<file path="src/rtl/scan_ctrl_38.sv">
// Digit-scan controller feeding a 3-8 decoder: one masked-in digit enabled at a time, blank gap between digits.
// sel/en/busy are registered (one edge after the deciding inputs); nibble is combinational from sel_q and live data.
module scan_ctrl_38 #(
    parameter int unsigned DWELL     = 4,
    parameter int unsigned BLANK_CYC = 1
) (
    input  logic        clk,
    input  logic        rst_n,
    input  logic        start,
    input  logic        stop,
    input  logic [7:0]  digit_mask,
    input  logic [31:0] data,
    output logic [2:0]  sel,
    output logic [2:0]  en,
    output logic [3:0]  nibble,
    output logic        busy
);

    typedef enum logic [1:0] {
        IDLE  = 2'd0,
        SCAN  = 2'd1,
        BLANK = 2'd2
    } state_t;

    localparam logic [15:0] DWELL_LAST = 16'(DWELL - 1);
    localparam logic [15:0] BLANK_LAST = 16'(BLANK_CYC - 1);

    state_t      state_q, state_d;
    logic [2:0]  sel_q, sel_d;
    logic [2:0]  en_q, en_d;
    logic        busy_q, busy_d;
    logic [15:0] cnt_q, cnt_d;

    // Cyclic search s+1..7,0..s; next_idx(7, m) is therefore the lowest set bit.
    function automatic logic [2:0] next_idx(input logic [2:0] s, input logic [7:0] m);
        logic [2:0] r;
        logic [2:0] c;
        logic       found;
        r     = s;
        found = 1'b0;
        for (int k = 1; k <= 8; k++) begin
            c = s + 3'(k);
            if (!found && m[c]) begin
                r     = c;
                found = 1'b1;
            end
        end
        return r;
    endfunction

    always_ff @(posedge clk or negedge rst_n) begin
        if (!rst_n) begin
            state_q <= IDLE;
            sel_q   <= 3'd0;
            en_q    <= 3'b000;
            busy_q  <= 1'b0;
            cnt_q   <= 16'd0;
        end else begin
            state_q <= state_d;
            sel_q   <= sel_d;
            en_q    <= en_d;
            busy_q  <= busy_d;
            cnt_q   <= cnt_d;
        end
    end

    always_comb begin
        state_d = state_q;
        sel_d   = sel_q;
        cnt_d   = cnt_q;
        case (state_q)
            IDLE: begin
                cnt_d = 16'd0;
                if (start && (digit_mask != 8'd0)) begin
                    state_d = SCAN;
                    sel_d   = next_idx(3'd7, digit_mask);
                end
            end
            SCAN: begin
                if (cnt_q == DWELL_LAST) begin
                    state_d = BLANK;
                    cnt_d   = 16'd0;
                end else begin
                    cnt_d = cnt_q + 16'd1;
                end
            end
            BLANK: begin
                if (cnt_q == BLANK_LAST) begin
                    cnt_d = 16'd0;
                    if (digit_mask != 8'd0) begin
                        state_d = SCAN;
                        sel_d   = next_idx(sel_q, digit_mask);
                    end else begin
                        state_d = IDLE;
                    end
                end else begin
                    cnt_d = cnt_q + 16'd1;
                end
            end
            default: begin
                state_d = IDLE;
                cnt_d   = 16'd0;
            end
        endcase
        // stop wins over every other transition but leaves sel where it was.
        if (stop) begin
            state_d = IDLE;
            sel_d   = sel_q;
            cnt_d   = 16'd0;
        end
    end

    always_comb begin
        en_d   = (state_d == SCAN) ? 3'b100 : 3'b000;
        busy_d = (state_d != IDLE);
    end

    assign sel    = sel_q;
    assign en     = en_q;
    assign busy   = busy_q;
    assign nibble = data[{sel_q, 2'b00} +: 4];

endmodule

</file>
<file path="config.mk">
export PLATFORM = sky130hd
export DESIGN_NAME = scan_ctrl_38
export DESIGN_NICKNAME = d
export VERILOG_FILES = /design/src/rtl/scan_ctrl_38.sv
export SDC_FILE = /design/constraint.sdc
export NUM_CORES = 1
export LEC_CHECK = 0
export CAP_MARGIN = 20
export CORE_MARGIN = 1.5
export CORE_UTILIZATION = 40
export CTS_BUF_LIST = sky130_fd_sc_hd__clkbuf_4 sky130_fd_sc_hd__clkbuf_8 sky130_fd_sc_hd__clkbuf_16
export DETAILED_ROUTE_END_ITERATION = 16
export PLACE_DENSITY = 0.68
export SYNTH_ARGS = -nofsm -noshare
export SYNTH_HDL_FRONTEND = slang
export SYNTH_SLANG_ARGS = --single-unit
</file>
<file path="constraint.sdc">
create_clock -name clk -period 5.35 [get_ports clk]
set_clock_uncertainty 0.1 [all_clocks]
set_input_delay 0.8025 -clock clk [delete_from_list [all_inputs] [get_ports clk]]
set_output_delay 0.8025 -clock clk [all_outputs]
set_load 0.02 [all_outputs]
</file>
## After elaboration in Yosys (flattened, before gate mapping)

Cells that the tools add are included.

- Add/subtract/negate cells: 8
- Order comparisons: 8
- Eq/ne operators: 9
- Shift operators: 1
- Multiplexer cells: 96
- Bitwise logic cells: 1
- Reductions and logical operators: 35

Operators by type and width:

| cell | count |
|---|---|
| $mux 3 | 20 |
| $mux 1 | 58 |
| $mux 16 | 3 |
| $lt 3x4->1 const B | 8 |
| $pmux 16 s2 | 1 |
| $shiftx 32x6->4 | 1 |
| $bmux 1 s3 | 8 |
| $add 16x1->16 const B | 1 |
| $eq 16x2->1 const B | 1 |
| $logic_not 16->1 | 1 |
| $logic_and 1x1->1 | 15 |
| $logic_not 1->1 | 14 |
| $add 3x3->3 const B | 4 |
| $mux 2 | 4 |
| $ne 2x2->1 const B | 4 |
| $ne 8x8->1 const B | 1 |
| $reduce_bool 8->1 | 1 |
| $reduce_and 7->1 | 1 |
| $add 3x2->3 const B | 2 |
| $pmux 2 s3 | 1 |
| $pmux 3 s2 | 1 |
| $eq 2x1->1 const B | 2 |
| $reduce_bool 2->1 | 2 |
| $add 3x1->3 const B | 1 |
| 3 further kinds | 3 |

- Bits in registers: 25
- Bits of input ports: 44
- Output and inout port bits: 11
- Logic and storage cells: 163

## Logic depth before layout (Yosys ltp)

- Depth after elaboration: 49
- Mapped depth: 13
- Depth with buffers taken out: 9

## Worst setup path before layout

No wires, ideal clock.

- Kind: reg2reg
- From: register sel_q[0] (netlist: sel[0])
- To: register sel_q[1] (netlist: sel[1])
- Library setup time: 0.128 ns
- Data arrival time: 3.113 ns
- Required time: 5.122 ns
- Setup slack: 2.009 ns
- Stages on the path, launching flop included: 14
- Buffers on the path: 4
- Period minus slack after synthesis: 3.341 ns
- Cells stage by stage: dfrtp_1 -> buf_6 -> buf_2 -> buf_2 -> inv_1 -> ha_1 -> clkbuf_1 -> mux2i_1 -> mux2i_1 -> o221ai_2 -> nand3_4 -> o211ai_2 -> a31oi_1 -> a2bb2oi_1

- Word-level cells in the longest chain between the ends: 47
- Elaborated cells on any way between the ends: 79
- Those cells by class: add/sub: 7; eq/ne: 2; mux: 55; reduce/logical: 15

RTL lines:

| item | RTL line | RTL |
|---|---|---|
| start: declaration | 29 | `logic [2:0] sel_q, sel_d;` |
| start signal: assignment | 60 | `sel_q <= sel_d;` |
| $add 3x1->3 | 42 | `c = s + 3'(k);` |
| $bmux 1 s3 | 43 | `if (!found && m[c]) begin` |
| $mux 1 (implied by the code) | 43 |  |
| $mux 1 | 43 |  |
| $mux 1 | 90 | `if (digit_mask != 8'd0) begin` |
| $mux 1 | 88 | `if (cnt_q == BLANK_LAST) begin` |
| $mux 1 | 71 | `case (state_q)` |
| $logic_not 1->1 | 43 |  |
| [... 31 more ...] | - |  |
| $mux 1 | 43 |  |
| $mux 1 | 90 |  |
| $mux 1 | 88 |  |
| $mux 1 | 71 |  |
| $logic_not 1->1 | 43 |  |
| $logic_and 1x1->1 | 43 |  |
| $ne 2x2->1 (no line) | - |  |
| $reduce_and 7->1 (no line) | - |  |

Several ways; a longest one is shown, not always the timed one. The select of a mux whose other input is x is not followed.
A chain may end at the register's enable or synchronous reset.

## Worst setup path in the final report

- From: register sel_q[1] (netlist: sel[1])
- To: register sel_q[1] (netlist: sel[1])

The elaborated chain is that of the path after synthesis.

==> summary.md <==
| Metric | Value |
|---|---|
| Status | finished clean |
| Initial antenna violation count | 0 |
| CP startpoint kind | register |
| Starting Density | 41.1% |
| Die Height | 77.7 microns |
| CTS tree | built |
| Most common cell on crit path | mux2i_1 |
| Final WL | 5420 microns |
| Worst Tran Pin Value | 0.964 ns |
| DP Worst Slack | 1.80 ns |
| Fin. max-slew vios | 0 |
| DR iter-0 viols | 168 |
| First-pass GRT wire length | 9270 microns |
| Die area | 6040 sq um |
| Pwr per Cell Area | 236 nW/um^2 |
| Worst setup EP type | register |
| Area grow syn2layout | 28.0% |
| Nets | 344 |
| Area leader, netlist | dfrtp_1 |
| Clock transition at the registers of the reported paths | 0.08 ns |
| Root Buffer | clkbuf_8 |
| Core area | 5440 sq um |
| Post CTS Setup Buffer Count | 0 |
| Required @ worst endpoint | 5.40 ns |
| RSZ-0062 raised after global routing | no |
| WHS | 0.423 ns |
| Cells after DPL | 358 |
| Crit path launch | sel[1]$_DFFE_PN0P_ |
| Hold-fix buffers, CTS | 0 |
| Sequential fraction of the synthesis area | 25.8% |
| Crit Path Max Fanout | 18 |
| Asr flop ratio synth | 100% |
| IO Pins | 55 |
| Max H-tree Level | 1 |
| Max transition margin | 35.7% |
| Top-count cell post-synth | nor2_1 |
| DRT Pass-1 Iters | 4 |
| Fin cells | 363 |
| Cells along the critical path | clkinv_1 > ha_1 > mux2i_1 > mux2i_1 > o221ai_2 > nand3_4 > o211ai_2 > a31oi_1 > a2bb2oi_1 |
| Worst hold path class | register to register |
| Worst-skew pair later-pin latency | 0.26 ns |
| Routed vias | 1985 |
| Site Rows | 27 |
| Hold Vio Cnt, Final | 0 |
| CTS Buf Count | 3 |
| Min-delay src | cnt_q[0]$_DFF_PN0_ |
| Final ANT Viol Nets | 0 |
| Fin crit share | 66.7% |
| Cells after Synth | 244 |
| DRC violation count after routing | 0 |
| Max-Cap Viols | 0 |
| Via density | 5.47 |
| GRT Total Usage | 18.9% |
| Peak VDD IR | 0.139 mV |
| Synth top area share | 25.8% |
| Pin count of the biggest net entering global routing | 24 |
| Final Power | 675 uW |
| Cell Area, Synth | 2230 sq um |
| Maximum clock insertion buffer count | 2 |
| CTS Sinks | 23 |
| Synthesized area per cell | 9.15 sq um |
| Most common library cells after synthesis | 37 x nor2_1, 24 x nand2_1, 23 x dfrtp_1 |
| Setup slack, reg-to-reg | 1.78 ns |
| Slowest stage cell on the critical path | dfrtp_1 |
| Worst Path Arrival | 3.62 ns |
| Routability cong. | 0.851 |
| PostCTS Resize Cnt | 0 |
| LEAKAGE | 0.00113 uW |
| Fmax | 280 MHz |
| DIE WIDTH | 77.7 microns |
| WP buf/inv | 1 |
| Yosys warns | 0 |
| Crit Path Class | register to register |
| Setup TNS | 0 ns |
| Dominant synthesized flop cell | dfrtp_1 |
| Setup-failing EPs final | 0 |
| WL/cell | 14.9 microns |
| Min cycle time layout | 3.57 ns |
| Total congestion overflow | 0 |
| I/O Buffers | 52 |
| EDFF count, synth | 0 |
| Crit path largest cell delay | 0.78 ns |
| Unique masters post-synth | 54 |
| Share of post-route cells with drive strength above 1 | 11.3% |
| Number of global-route vias before repair | 1978 |
| Post-DP HPWL | 4180 microns |
| Top cells by area, synth | dfrtp_1 26%, mux4_2 14%, nor2_1 6.2% |
| Reg2reg start | sel[1]$_DFFE_PN0P_ |
| Setup ws final | 1.78 ns |
| CP top delay family | compound AO/OA/AOI/OAI gates |
| Synthesized flop and latch total | 23 |
| ANT cells | 0 |
stage by stage:
stage               utilization (%)  instance area, sq um
finish                         52.5                  2860
global route                   52.5                  2860
CTS                            52.0                  2830
detailed placement             51.2                  2780
global placement               51.2                  2780
floorplan                         -                  2240
final cells by class:
cell class	instances	area [sq um]
Clock inverter	1	5.00
Inverter	15	56.3
Fill cell	509	2580
Multi-Input combinational cell	195	1530
Timing Repair Buffer	54	556
Sequential cell	23	576
Clock buffer	3	41.3
Tap cell	72	90.1
cell usage in the layout, fill, tap and decap left out, types with 2 or more instances in the layout:
master,Yosys,final
ha_1,8,8
clkdlybuf4s50_1,0,52
mux4_2,14,14
nor4_1,4,4
a21boi_0,2,2
dfrtp_1,23,23
o211ai_1,2,2
mux2_2,5,5
nand3_1,11,11
mux2i_1,10,10
o21ai_0,9,9
o22ai_1,2,2
nor3_1,3,3
a21oi_1,10,10
a21o_1,2,2
xor2_1,9,9
xnor2_1,6,6
nand4_1,2,2
clkbuf_8,0,3
o221ai_1,3,3
nor2_1,37,37
a31oi_1,3,3
inv_1,14,14
conb_1,1,2
nand2b_1,2,2
o2bb2ai_1,2,2
nand2_1,24,24
flip-flops by register name (all words and copies together), names as in the netlist:
signal   flops
cnt_q       16
state_q      2
busy         1
sel          3
en           1
cell families (layout without fill, tap and decap cells):
group / count (synthesis) / in the layout / share of synthesized area, %
other: 1 / 2 / 0.168
AOI/OAI and AO/OA: 48 / 48 / 15.1
muxes: 31 / 31 / 22.9
DFF: 23 / 23 / 25.8
adders and majority gates: 8 / 8 / 4.48
xor gates and xnor gates: 16 / 16 / 7.12
and+or+nand+nor: 90 / 90 / 18.7
buffers and inverters: 27 / 73 / 5.71
power by group:
group,total (uW),internal [uW],switching [uW]
clock network,107,52.0,55.2
registers,201,179,21.8
logic,367,184,183
metal layers:
| layer | share of wire, % | vias to the layer above | track usage [%] |
|---|---|---|---|
| li1 | - | 977 | - |
| met1 | 42 | 964 | 24.0 |
| met2 | 54 | 38 | 34.2 |
| met3 | 2.8 | 6 | 1.88 |
| met4 | 0.85 | 0 | 4.73 |
| met5 | 0 | - | 0 |
final timing paths:
kind,end,depth (start not counted)
max in group asynchronous,cnt_q[9]$_DFF_PN0_,2
worst max-delay path,sel[1]$_DFFE_PN0P_,9
worst min-delay path,cnt_q[0]$_DFF_PN0_,1
worst max register to register,sel[1]$_DFFE_PN0P_,9
min in group asynchronous,cnt_q[15]$_DFF_PN0_,1
worst min register to register,cnt_q[0]$_DFF_PN0_,1
No activity file was read; power rests on OpenSTA's default activity.
